### config.mk
export PLATFORM = sky130hd
export DESIGN_NAME = bus_arbiter_flat
export DESIGN_NICKNAME = d
export VERILOG_FILES = /design/src/rtl/bus_arbiter_pkg.sv /design/src/rtl/bus_arbiter_if.sv /design/src/rtl/bus_arb_rr_pick.sv /design/src/rtl/bus_arbiter.sv /design/src/flat_wrapper.sv
export SDC_FILE = /design/constraint.sdc
export NUM_CORES = 1
export LEC_CHECK = 0
export BUFFER_PORTS_ARGS = -buffer_cell sky130_fd_sc_hd__buf_2
export CORE_AREA = 10 10 47 49
export DETAILED_ROUTE_END_ITERATION = 10
export DIE_AREA = 0 0 57 59
export PLACE_DENSITY = 0.56
export SETUP_SLACK_MARGIN = 0.1
export SYNTH_ARGS = -nofsm -noshare
export SYNTH_HDL_FRONTEND = slang
export SYNTH_SLANG_ARGS = --single-unit
### constraint.sdc
create_clock -name clk -period 1.1 [get_ports clk]
set_input_delay 0.11 -clock clk [delete_from_list [all_inputs] [get_ports clk]]
set_output_delay 0.11 -clock clk [all_outputs]
set_load 0.05 [all_outputs]
### src/rtl/bus_arbiter_pkg.sv
// -----------------------------------------------------------------------------
// bus_arbiter_pkg
// Shared constants and types for the four-master round-robin bus arbiter.
// Holds the bus_def set (master count, owner index type, owner constants) and
// the global_std_def active-low enable levels, plus a grant decode helper.
// -----------------------------------------------------------------------------
package bus_arbiter_pkg;

  // global_std_def: active-low signalling levels
  localparam logic ENABLE_  = 1'b0;
  localparam logic DISABLE_ = 1'b1;

  // bus_def: master count and owner index
  localparam int BUS_MASTER_CH = 4;

  // BUS_OWNER_BUS: [1:0] owner index, wraps mod 4
  typedef logic [1:0] bus_owner_t;

  localparam bus_owner_t BUS_OWNER_MASTER_0 = 2'd0;
  localparam bus_owner_t BUS_OWNER_MASTER_1 = 2'd1;
  localparam bus_owner_t BUS_OWNER_MASTER_2 = 2'd2;
  localparam bus_owner_t BUS_OWNER_MASTER_3 = 2'd3;

  // Active-low one-hot grant vector {m3..m0} for a given owner.
  function automatic logic [BUS_MASTER_CH-1:0] owner_to_grnt_n(input bus_owner_t owner);
    logic [BUS_MASTER_CH-1:0] g;
    g        = {BUS_MASTER_CH{DISABLE_}};
    g[owner] = ENABLE_;
    return g;
  endfunction

endpackage

### src/rtl/bus_arbiter_if.sv
// -----------------------------------------------------------------------------
// bus_arbiter_if
// Request/grant bundle between the four bus masters and the arbiter.
//   mX_req_n  : request from master X, active-low
//   mX_grnt_n : grant to master X, active-low, exactly one asserted
//   owner     : index of the current bus owner
// Modports: master (drives requests, observes grants) and slave (arbiter side).
// -----------------------------------------------------------------------------
interface bus_arbiter_if;
  import bus_arbiter_pkg::*;

  logic       m0_req_n;
  logic       m1_req_n;
  logic       m2_req_n;
  logic       m3_req_n;
  logic       m0_grnt_n;
  logic       m1_grnt_n;
  logic       m2_grnt_n;
  logic       m3_grnt_n;
  bus_owner_t owner;

  modport master (
    output m0_req_n, m1_req_n, m2_req_n, m3_req_n,
    input  m0_grnt_n, m1_grnt_n, m2_grnt_n, m3_grnt_n, owner
  );

  modport slave (
    input  m0_req_n, m1_req_n, m2_req_n, m3_req_n,
    output m0_grnt_n, m1_grnt_n, m2_grnt_n, m3_grnt_n, owner
  );

endinterface

### src/rtl/bus_arb_rr_pick.sv
// -----------------------------------------------------------------------------
// bus_arb_rr_pick
// Combinational round-robin selector. Scans owner+1, owner+2, owner+3 (mod 4)
// and returns the first requester. The current owner is never a candidate.
//   i_owner : current owner index
//   i_req   : request vector {m3..m0}, active-high
//   o_next  : first requester after i_owner (i_owner when none)
//   o_found : at least one other master is requesting
// -----------------------------------------------------------------------------
module bus_arb_rr_pick
  import bus_arbiter_pkg::*;
(
  input  bus_owner_t               i_owner,
  input  logic [BUS_MASTER_CH-1:0] i_req,
  output bus_owner_t               o_next,
  output logic                     o_found
);

  // Walk from the farthest distance to the nearest so the nearest requester
  // overwrites the others and wins.
  always_comb begin
    // NOTE: every output gets a default before any conditional assignment,
    // otherwise the unassigned paths would infer latches.
    o_next  = i_owner;
    o_found = 1'b0;
    for (int d = BUS_MASTER_CH - 1; d >= 1; d--) begin
      if (i_req[bus_owner_t'(i_owner + bus_owner_t'(d))]) begin
        o_next  = bus_owner_t'(i_owner + bus_owner_t'(d));
        o_found = 1'b1;
      end
    end
  end

endmodule

### src/rtl/bus_arbiter.sv
// -----------------------------------------------------------------------------
// bus_arbiter
// Non-preemptive round-robin arbiter for four bus masters with registered,
// active-low, always one-hot grants. The bus parks on the last owner when
// nobody requests, so a parked owner re-requesting is granted at once.
//   clk    : bus clock, rising edge
//   reset  : asynchronous, active-high; forces owner 0 / grant to m0
//   arb_if : slave side of bus_arbiter_if (requests in, grants/owner out)
// Parameter TIMEOUT_CYCLES (2..256): consecutive owned cycles allowed while
// another master waits; only used when BUS_ARB_TIMEOUT_EN is defined.
// Optional feature macro: BUS_ARB_TIMEOUT_EN (fairness watchdog). Undefined
// builds no counter and the owner keeps the bus for as long as it requests.
// -----------------------------------------------------------------------------
module bus_arbiter
  import bus_arbiter_pkg::*;
#(
  parameter int TIMEOUT_CYCLES = 16
) (
  input logic          clk,
  input logic          reset,
  bus_arbiter_if.slave arb_if
);

  if (TIMEOUT_CYCLES < 2 || TIMEOUT_CYCLES > 256) begin : g_bad_timeout
    $error("bus_arbiter: TIMEOUT_CYCLES must be in 2..256");
  end

  logic [BUS_MASTER_CH-1:0] w_req;
  bus_owner_t               w_pick;
  logic                     w_found;
  bus_owner_t               w_owner_nxt;
  bus_owner_t               r_owner;
  logic [BUS_MASTER_CH-1:0] r_grnt_n;

  // Requests are handled active-high internally.
  assign w_req = ~{arb_if.m3_req_n, arb_if.m2_req_n, arb_if.m1_req_n, arb_if.m0_req_n};

  // Single selector serves both the normal handover and the forced one.
  bus_arb_rr_pick u_pick (
    .i_owner (r_owner),
    .i_req   (w_req),
    .o_next  (w_pick),
    .o_found (w_found)
  );

`ifdef BUS_ARB_TIMEOUT_EN
  localparam logic [7:0] HOLD_LIMIT = 8'(TIMEOUT_CYCLES - 1);

  logic [7:0] r_hold_cnt;
  logic [7:0] w_hold_nxt;

  // The counter only runs while the owner keeps the bus and someone else is
  // waiting; any owner change or an empty queue clears it, so a lone
  // requester is never preempted.
  always_comb begin
    w_owner_nxt = r_owner;
    w_hold_nxt  = '0;
    if (w_req[r_owner]) begin
      if (w_found) begin
        if (r_hold_cnt == HOLD_LIMIT) begin
          w_owner_nxt = w_pick;
        end else begin
          w_hold_nxt = r_hold_cnt + 8'd1;
        end
      end
    end else if (w_found) begin
      w_owner_nxt = w_pick;
    end
  end

  always_ff @(posedge clk or posedge reset) begin
    if (reset) begin
      r_hold_cnt <= '0;
    end else begin
      r_hold_cnt <= w_hold_nxt;
    end
  end
`else
  // Keep while requesting, hand over on release, otherwise park.
  always_comb begin
    w_owner_nxt = r_owner;
    if (!w_req[r_owner] && w_found) begin
      w_owner_nxt = w_pick;
    end
  end
`endif

  // Grants are registered from the next-owner decode so they change on the
  // same edge as owner and come straight from flops.
  always_ff @(posedge clk or posedge reset) begin
    if (reset) begin
      // NOTE: state uses non-blocking assignments so every flop samples the
      // pre-edge values, independent of statement order.
      r_owner  <= BUS_OWNER_MASTER_0;
      r_grnt_n <= owner_to_grnt_n(BUS_OWNER_MASTER_0);
    end else begin
      r_owner  <= w_owner_nxt;
      r_grnt_n <= owner_to_grnt_n(w_owner_nxt);
    end
  end

  assign arb_if.owner     = r_owner;
  assign arb_if.m0_grnt_n = r_grnt_n[0];
  assign arb_if.m1_grnt_n = r_grnt_n[1];
  assign arb_if.m2_grnt_n = r_grnt_n[2];
  assign arb_if.m3_grnt_n = r_grnt_n[3];

endmodule
### src/flat_wrapper.sv
// flat-port wrapper written by rule: the top's interface ports become plain ports
module bus_arbiter_flat import bus_arbiter_pkg::*;
#(
  parameter int TIMEOUT_CYCLES = 16
)
  (clk, reset, arb_if_m0_req_n, arb_if_m1_req_n, arb_if_m2_req_n, arb_if_m3_req_n, arb_if_m0_grnt_n, arb_if_m1_grnt_n, arb_if_m2_grnt_n, arb_if_m3_grnt_n, arb_if_owner);
  bus_arbiter_if arb_if_i ();
  input logic clk;
  input logic reset;
  input wire logic [$bits(arb_if_i.m0_req_n)-1:0] arb_if_m0_req_n;
  input wire logic [$bits(arb_if_i.m1_req_n)-1:0] arb_if_m1_req_n;
  input wire logic [$bits(arb_if_i.m2_req_n)-1:0] arb_if_m2_req_n;
  input wire logic [$bits(arb_if_i.m3_req_n)-1:0] arb_if_m3_req_n;
  output wire logic [$bits(arb_if_i.m0_grnt_n)-1:0] arb_if_m0_grnt_n;
  output wire logic [$bits(arb_if_i.m1_grnt_n)-1:0] arb_if_m1_grnt_n;
  output wire logic [$bits(arb_if_i.m2_grnt_n)-1:0] arb_if_m2_grnt_n;
  output wire logic [$bits(arb_if_i.m3_grnt_n)-1:0] arb_if_m3_grnt_n;
  output wire logic [$bits(arb_if_i.owner)-1:0] arb_if_owner;
  assign arb_if_i.m0_req_n = arb_if_m0_req_n;
  assign arb_if_i.m1_req_n = arb_if_m1_req_n;
  assign arb_if_i.m2_req_n = arb_if_m2_req_n;
  assign arb_if_i.m3_req_n = arb_if_m3_req_n;
  assign arb_if_m0_grnt_n = arb_if_i.m0_grnt_n;
  assign arb_if_m1_grnt_n = arb_if_i.m1_grnt_n;
  assign arb_if_m2_grnt_n = arb_if_i.m2_grnt_n;
  assign arb_if_m3_grnt_n = arb_if_i.m3_grnt_n;
  assign arb_if_owner = arb_if_i.owner;
  bus_arbiter #(.TIMEOUT_CYCLES(TIMEOUT_CYCLES)) u_core (.clk(clk), .reset(reset), .arb_if(arb_if_i));
endmodule
; ---- Word-level counts from Yosys, hierarchy flattened
; Cells that the tools add are included.
[op_classes]
n_addsub = 3
n_mul = 0
div = 0
magnitude_cmp = 6
eq_ne = 0
shifts = 0
muxes = 17
bitwise = 2
n_reduce_logical = 3
[ops]
columns = op, count
row1 = $lt A2 B3 Y1 const B, 5
row2 = $bmux W1 S2, 4
row3 = $mux W1, 8
row4 = $mux W2, 4
row5 = $not A4 Y4, 2
row6 = $add A2 B2 Y2 const B, 2
row7 = $add A2 B1 Y2 const B, 1
row8 = $demux W1 S2, 1
row9 = $ge A2 B1 Y1 const B, 1
row10 = $logic_and A1 B1 Y1, 2
row11 = $logic_not A1 Y1, 1
[word_totals]
reg_bits = 6
latchBits = 0
ram_bits = 0
mem_bits_ro = 0
inputBits = 6
output_inout_bits = 6
elab_cells = 33
n_memories = 0

; ---- Logic depth before layout (Yosys ltp)
; Gate-level depths: netlist (run 1).
[logic_depth]
ltp_word = 13
mapped_depth = 4
mapped_depth_nobuf = 3

; ---- Hierarchy
; From an unflattened synthesis (run 1), not the netlist that was laid out.
[unflattened]
hier_cells = 50
hier_area_um2 = 439.2
[modules_own_cells]
columns = mod, instances, cells_per_inst, area_per_inst_um2, seq_area_each_um2
row1 = bus_arbiter, 1, 30, 305.3, 153.9
row2 = bus_arb_rr_pick, 1, 20, 133.9, 0.0

; ---- Worst setup path before layout (run 1)
; Ideal clock, no wire load.
[synth_path]
path_type = reg2reg
from = register u_core.r_owner[1] (netlist: u_core.arb_if.owner[1])
to = register u_core.r_owner[1] (netlist: u_core.arb_if.owner[1])
setup_ns = 0.123
arrival_time_ns = 1.139
t_required_ns = 0.977
slack_ns = -0.162
stages_incl_launch_ff = 5
n_path_buf = 1
period_less_slack_ns = 1.262
path_cell_list = dfrtp_1 > buf_4 > nand2_1 > o22ai_1 > o21ai_1
[synth_via]
elab_chain_cells = 8
elab_cells_between_ends = 20
classes_between = add/sub (3) / mux (15) / reduce/logical (2)
[synth_lines]
columns = item, line_no
row1 = "start, declared", bus_arbiter.sv:32  ; bus_owner_t r_owner;
row2 = "start signal, assigned", bus_arbiter.sv:97  ; r_owner <= w_owner_nxt;
row3 = $add A2 B2 Y2, "bus_arb_rr_pick.sv:27, bus_arb_rr_pick.sv:28"
row4 = $bmux W1 S2, bus_arb_rr_pick.sv:27  ; if (i_req[bus_owner_t'(i_owner + bus_owner_t'(d))]) begin
row5 = $mux W1 (implied by the code), bus_arb_rr_pick.sv:27
row6 = $mux W1 (3 in a row), bus_arb_rr_pick.sv:27
row7 = $logic_and A1 B1 Y1, bus_arbiter.sv:82  ; if (!w_req[r_owner] && w_found) begin
row8 = $mux W2 *, bus_arbiter.sv:82
row9 = named net u_core.w_owner_nxt[1], bus_arbiter.sv:31  ; bus_owner_t w_owner_nxt;
; The timed path passes the listed nets; every way through them passes the cells marked *. The select of a mux whose other input is x is not followed.

; ---- Worst setup path after layout (run 1)
[layout_path]
from = register u_core.r_owner[1] (netlist: u_core.arb_if.owner[1])
to = register u_core.r_grnt_n[0]
[layout_via]
elab_chain_cells = 13
elab_cells_between_ends = 26
classes_between = add/sub (3) / order compare (2) / mux (17) / bitwise (1) / reduce/logical (3)
[layout_lines]
columns = item, line_no
row1 = $add A2 B2 Y2, "bus_arb_rr_pick.sv:27, bus_arb_rr_pick.sv:28"
row2 = $bmux W1 S2, bus_arb_rr_pick.sv:27
row3 = $mux W1 (implied by the code), bus_arb_rr_pick.sv:27
row4 = $mux W1 (3 in a row), bus_arb_rr_pick.sv:27
row5 = $logic_and A1 B1 Y1, bus_arbiter.sv:82
row6 = $mux W2 *, bus_arbiter.sv:82
row7 = $lt A2 B3 Y1 (implied by the code) / $ge A2 B1 Y1 (equally long branches), bus_arbiter_pkg.sv:28  ; g[owner] = ENABLE_;
row8 = $logic_and A1 B1 Y1 (implied by the code), bus_arbiter_pkg.sv:28
row9 = $mux W1 (implied by the code), bus_arbiter_pkg.sv:28
row10 = $demux W1 S2 *, n/a
row11 = $not A4 Y4 (no source line) *, n/a
row12 = "end signal, assigned", bus_arbiter.sv:95  ; r_grnt_n <= owner_to_grnt_n(BUS_OWNER_MASTER_0);
row13 = "end signal, assigned", bus_arbiter.sv:98  ; r_grnt_n <= owner_to_grnt_n(w_owner_nxt);
row14 = "end, declared", bus_arbiter.sv:33  ; logic [BUS_MASTER_CH-1:0] r_grnt_n;
; Mark *: on every way between the ends. The rest lies on a longest branch, timed or not. The select of a mux whose other input is x is not followed.

==> flow_metrics.py, run 1 <==
metrics = {
    "run_status": {
        "outcome": "completed",
    },
    "worst_hold_path": {
        "hp-class": "input pin to register",
        "hold_end": "u_core.arb_if.owner[0]",
        "hold_start": "arb_if_m1_req_n",
        "holdPathStages": 2,
    },
    "timing": {
        "slew_headroom_pct": 83.47,
        "rsz0062_at_grt": "yes",
        "holdWs_ns": 0.1463,
        "period_share_pct": 98.22,
        "min_period_ns": 1.080,
        "worst_pin_slew_ns": 0.2496,
        "finalSetupViolations": 0,
        "finalClockSkew_ns": 0.009759,
        "max_freq_ghz": 0.9255,
        "slew_viol_final": 0,
        "finalHoldViolations": 0,
    },
    "finish": {
        "postLayoutCoreUtil_pct": 46.70,
        "areaGrowthSynthToFinish_pct": 45.28,
        "drive_gt1_share_pct": 52.17,
        "nets": 76,
        "num_antenna_cells": 0,
    },
    "cts": {
        "clockBufferDepth": 2,
        "cts_tree": "built",
        "cts-root-buf": "clkbuf_4",
        "h-tree-depth": 1,
        "insertion_delay_ns": 0.26,
        "cts_buffers": 3,
        "clk_pin_slew_ns": 0.06,
        "cts.sinks": 6,
    },
    "synth": {
        "yosys-top-cells-area": "dfstp_2, dfrtp_1, buf_6",
        "ys_warn_count": 0,
        "synth_top_area_share_pct": 17.50,
        "avgSynthCellArea_um2": 8.832,
        "synth_commonest_cells": "nand2_1, o21ai_0",
        "yosysTopAreaCell": "dfstp_2",
        "netlist_instances": 51,
        "mappedNetlistNets": 57,
        "ys.flop_type": "dfstp_2",
        "synth_edf_count": 0,
        "syn-cell-area_um2": 450.4,
        "ys_ff_latch": 6,
        "synth-seq-area-share_pct": 34.17,
        "yosysUniqueCellTypes": 26,
        "synthArstFlopShare_pct": 100.0,
        "yosysMostFrequentCell": "nand2_1",
    },
    "route": {
        "wirelength_um": 1232,
        "via_count": 448,
        "top_layer": "met4",
        "dr_wl_met2_um": 596,
        "routedWlPerCell_um": 14.49,
        "drc": 0,
        "ant_nets": 0,
        "drtIter0Drc": 11,
        "met1_length_um": 546,
        "met3_length_um": 58,
        "avgViaCountPerCell": 5.271,
        "dr.pass1.iters": 4,
    },
    "placement": {
        "io_buffers": 11,
        "dp_hpwl_um": 829.8,
        "place.gp.congestion": 0.8025,
    },
    "setup_path": {
        "crit_fanout": 8,
        "crit_arrival_ns": 1.21,
        "r2r-end": "u_core.r_grnt_n[0]",
        "critPathKind": "register to register",
        "startpoint_type": "register",
        "r2r_cells": 3,
        "regToRegSetupSlack_ns": 0.02,
        "critPathRequiredTime_ns": 1.23,
        "r2r_start": "u_core.arb_if.owner[1]",
        "cp-end-kind": "register",
    },
    "die": {
        "fp.dieW_um": 57,
        "dieHeight_um": 59,
        "io_pins": 12,
        "floorplan.initialDensity_pct": 32.14,
        "rows": 14,
        "core_area_um2": 1401,
        "dieArea_um2": 3363,
    },
    "global_route": {
        "grt_max_degree": 12,
        "track_usage_pct": 7.702,
        "grt_pass1_vias": 407,
        "antenna_found_initial": 0,
        "grt.overflow.total": 0,
        "grt_pass1_wl_um": 1973,
    },
    "power_and_ir_drop": {
        "leakagePower_uw": 0.0002761,
        "ir_worst_vdd_mv": 0.7377,
        "powerDensity_nw_per_um2": 1964,
    },
    "job": {
        "maxCapViolCount": 0,
    },
}
## layer usage
metal / up-vias / track usage (%)
met5: - / 0
met4: 0 / 9.060
met3: 3 / 2.790
met2: 12 / 11.01
met1: 216 / 7.990
li1: 217 / -
## sequential cells by signal, summed over array words and instances, names as in the netlist
name                 count
u_core.arb_if.owner      2
u_core.r_grnt_n          4
## metrics by stage
| step | setup WS [ns] | power, uW | area [um^2] | setup TNS (ns) | instances |
|---|---|---|---|---|---|
| floorplan | 0.01332 | 789.8 | 476.7 | 0 | 51 |
| global placement | 0.005661 | 878.2 | 529.3 | 0 | 77 |
| detailed placement | 0.008198 | 881.6 | 529.3 | 0 | 77 |
| CTS | 0.05177 | 1264 | 640.6 | 0 | 85 |
| global route | -0.02651 | 1360 | 654.4 | -0.04943 | 85 |
| finish | 0.01954 | 1285 | 654.4 | 0 | 85 |
## critical path, cell delays in order, from the launching register on
cell      delay [ns]
dfrtp_2         0.47
nand2b_4        0.17
a211oi_2        0.24
nor3_2          0.07
## area by class of cell
class                           count  area, um^2
Fill cell                         146       747.0
Clock buffer                        4       26.28
Inverter                            1       3.754
Tap cell                           16       20.02
Timing Repair Buffer               19       171.4
Sequential cell                     6       156.4
Multi-Input combinational cell     39       276.5
## power by group
| group | leakage (uW) | switching [uW] | internal, uW |
|---|---|---|---|
| combinational | 0.000198 | 382 | 306 |
| clock | 0.0000150 | 99.6 | 139 |
| sequential | 0.0000635 | 64.5 | 294 |
## logic make-up after synthesis
kind of cell           synth area share (%)
buffers and inverters                 11.66
AND/OR/NAND/NOR                       26.94
flip-flops                            34.17
AO/OA/AOI/OAI                         27.22
## worst max path at each step
stage,from,endpoint,slack [ns],cells past startpoint
floorplan,u_core.arb_if.owner[0],u_core.r_grnt_n[3],0.01,4
global placement,u_core.arb_if.owner[1],u_core.r_grnt_n[0],0.006,3
detailed placement,u_core.arb_if.owner[1],u_core.r_grnt_n[0],0.008,3
CTS,u_core.r_grnt_n[3],arb_if_m3_grnt_n,0.05,1
global route,u_core.arb_if.owner[0],u_core.arb_if.owner[0],-0.03,4
finish,u_core.arb_if.owner[1],u_core.r_grnt_n[0],0.02,3
## layout by cell type (no fill, tap or decap), drive strengths merged, types with 2 or more instances in the layout
master and count:
buf 18, nor2b 2, clkbuf 4, dfstp 3, nand2 7, a211oi 2, dfrtp 3, o2bb2ai 2
a21oi 3, nand2b 2, nor2 3, o21ai 5, o21bai 2, nand3b 2, nor3 2
## what timing repair did
| item | 4_1_cts | 5_1_grt |
|---|---|---|
| cloned | 0 | 0 |
| endpoints found under the hold margin | 3 | 0 |
| hold buffers | 1 | 0 |
| gates resized for setup | 17 | 4 |
| pin swaps | 2 | 2 |
| buffers inserted | 3 | 0 |
| setup endpoints to repair | 11 | 11 |
Power figures use the tool's default switching activity.
==> inputs of run 2 (changes only) <==
--- a/config.mk
+++ b/config.mk
@@ -5,11 +5,12 @@
 export SDC_FILE = /design/constraint.sdc
 export NUM_CORES = 1
 export LEC_CHECK = 0
+export ABC_AREA = 1
 export BUFFER_PORTS_ARGS = -buffer_cell sky130_fd_sc_hd__buf_2
 export CORE_AREA = 10 10 47 49
 export DETAILED_ROUTE_END_ITERATION = 10
 export DIE_AREA = 0 0 57 59
-export PLACE_DENSITY = 0.56
+export PLACE_DENSITY = 0.59
 export SETUP_SLACK_MARGIN = 0.1
 export SYNTH_ARGS = -nofsm -noshare
 export SYNTH_HDL_FRONTEND = slang
==> run 2 against run 1 <==
The run now ends with setup timing left. Die area unchanged. Global-route usage rose by 0.42 points. Highest routed layer is now met3. Cell area is 20% higher. Synthesized cell count grew 67%.
==> flow_metrics.py, run 2 <==
metrics = {
    "setup_path": {
        "critPathSlowestCell": "dfrtp_2",
        "cp-end-kind": "register",
        "r2r_cells": 11,
        "r2r-end": "u_core.r_grnt_n[0]",
        "critPathRequiredTime_ns": 1.23,
        "crit_arrival_ns": 1.64,
        "endpoint": "u_core.r_grnt_n[0]",
        "critPathLaunch": "u_core.arb_if.owner[0]",
        "crit_top_cell": "nand2_1",
        "critPathKind": "register to register",
        "crit_fanout": 8,
        "r2r_start": "u_core.arb_if.owner[0]",
        "crit_chain": "clkinv_4 -> nand2_4 -> nand3_2 -> nand2_1 -> nor2_1 -> nor2_1 -> nand2_1 -> nand2_1 -> nand2_2 -> inv_2 -> nand2_1",
        "critical-path-max-stage-delay_ns": 0.47,
        "startpoint_type": "register",
        "regToRegSetupSlack_ns": -0.40,
    },
    "route": {
        "routedWlPerCell_um": 11.54,
        "dr.pass1.iters": 4,
        "drtIter0Drc": 30,
        "avgViaCountPerCell": 4.559,
        "ant_nets": 0,
        "drc": 0,
        "wirelength_um": 1465,
        "via_count": 579,
    },
    "finish": {
        "regMostFlops": "u_core.r_grnt_n",
        "areaGrowthSynthToFinish_pct": 61.03,
        "postLayoutCellArea_um2": 785.8,
        "n_fill_cell": 146,
        "fin_cells": 127,
        "largest_reg_flops": 4,
        "num_antenna_cells": 0,
        "final_common_cell": "nand2_1",
        "drive_gt1_share_pct": 50.45,
        "nets": 118,
        "final_cell_mix": "nand2_1, nand2_2, inv_1",
    },
    "synth": {
        "synth-seq-area-share_pct": 31.54,
        "synth_top_area_share_pct": 34.62,
        "syn-cell-area_um2": 488.0,
        "ys_ff_latch": 6,
        "yosysTopAreaCell": "nand2_1",
        "synthArstFlopShare_pct": 100.0,
        "avgSynthCellArea_um2": 5.741,
        "synth_edf_count": 0,
        "mappedNetlistNets": 91,
        "netlist_instances": 85,
        "synth_commonest_cells": "nand2_1, inv_1, nand2_2, nand3_1, nor2_1",
        "yosysMostFrequentCell": "nand2_1",
        "ys_warn_count": 0,
        "yosysUniqueCellTypes": 12,
        "ys.flop_type": "dfstp_2",
        "yosys-top-cells-area": "nand2_1, dfstp_2, dfrtp_1",
    },
    "timing": {
        "rsz0062_at_grt": "yes",
        "period_share_pct": 136.6,
        "finalHoldViolations": 0,
        "slew_headroom_pct": 83.11,
        "finalSetupViolations": 8,
        "final.setup.worst_slack_ns": -0.4023,
        "max_freq_ghz": 0.6657,
        "slew_viol_final": 0,
        "min_period_ns": 1.502,
        "finalClockSkew_ns": 0.01820,
        "worst_pin_slew_ns": 0.2551,
    },
    "global_route": {
        "antenna_found_initial": 0,
        "grt_max_degree": 9,
        "grt_pass1_wl_um": 2194,
        "grt.overflow.total": 0,
        "track_usage_pct": 8.120,
        "grt_pass1_vias": 526,
    },
    "run_status": {
        "outcome": "finished, violations left",
        "violations": "setup timing",
    },
    "cts": {
        "clockBufferDepth": 2,
        "cts_tree": "built",
        "clk_pin_slew_ns": 0.06,
        "insertion_delay_ns": 0.26,
        "cts-root-buf": "clkbuf_4",
        "cts.sinks": 6,
        "cts_buffers": 3,
        "h-tree-depth": 1,
    },
    "die": {
        "core_area_um2": 1401,
        "fp.dieW_um": 57,
        "floorplan.initialDensity_pct": 34.82,
        "rows": 14,
        "io_pins": 12,
        "dieHeight_um": 59,
        "dieArea_um2": 3363,
    },
    "worst_hold_path": {
        "hp-class": "input pin to asynchronous set/reset pin",
    },
    "placement": {
        "dp_cells": 117,
        "io_buffers": 11,
        "dp_hpwl_um": 993.9,
        "place_area_um2": 604.3,
        "place.gp.congestion": 0.7626,
        "dp_slack_ns": -0.3822,
    },
    "job": {
        "maxCapViolCount": 0,
    },
}
==> run 2: cell types whose count changed in the layout (fill, tap and decap cells not counted), sizes merged, moves of 4 or more <==
| cell | delta |
|---|---|
| buf | +4 |
| o21ai | -4 |
| inv | +11 |
| nand3 | +5 |
| nand2 | +44 |
==> run 2: cell type report <==
type	instances	area, um^2	share of cell area, %
Multi-Input combinational cell	65	327.8	41.72
Timing Repair Buffer	23	201.4	25.64
Sequential cell	6	156.4	19.90
Inverter	13	53.80	6.847
Clock buffer	4	26.28	3.344
Tap cell	16	20.02	2.548
==> run 2: worst min path at each step <==
stage / start / to
final: reset / u_core.arb_if.owner[0]
after global routing: reset / u_core.arb_if.owner[0]
after CTS: reset / u_core.arb_if.owner[0]
after detailed placement: reset / u_core.r_grnt_n[0]
after global placement: reset / u_core.r_grnt_n[0]
after floorplan: reset / u_core.r_grnt_n[0]
==> run 2: layer usage <==
layer  GRT usage, %  vias up  share of wire (%)
met3          2.790        0                2.9
met1          9.025      260                 43
li1               -      306                  -
met4          5.034        0                  0
met5              0        -                  0
met2          13.02       13                 54
==> run 2: repair_timing <==
action / in CTS / in global routing
buffers inserted: 3 / 2
setup endpoints to repair: 11 / 11
hold endpoints to repair: 4 / 0
gates resized for setup: 27 / 8
hold buffers: 1 / 0
pin swaps: 8 / 4
==> run 2: metrics by stage <==
stage	util, %	TNS [ns]	hold WS, ns
after floorplan	-	-1.819	-0.1014
after global placement	43.13	-1.843	0.02100
after detailed placement	43.13	-1.956	0.03114
after CTS	53.13	-1.872	0.3006
after global routing	56.07	-2.754	0.3140
final	56.07	-2.047	0.2921
==> run 2: worst max-delay path, delay by kind of cell (launching register included) <==
| family | cells | cell delay (ns) |
|---|---|---|
| AND/OR/NAND/NOR | 9 | 0.69 |
| flip-flops | 1 | 0.47 |
| buffers and inverters | 2 | 0.19 |
==> run 2: kinds of logic after synthesis <==
family | count (synthesis) | synth area share (%)
flip-flops | 6 | 31.54
AND/OR/NAND/NOR | 62 | 52.31
AO/OA/AOI/OAI | 3 | 3.845
buffers and inverters | 14 | 12.31
Power of run 2 is not shown: default switching activity piles up to over one toggle a cycle in this logic, so the estimate is an artifact.
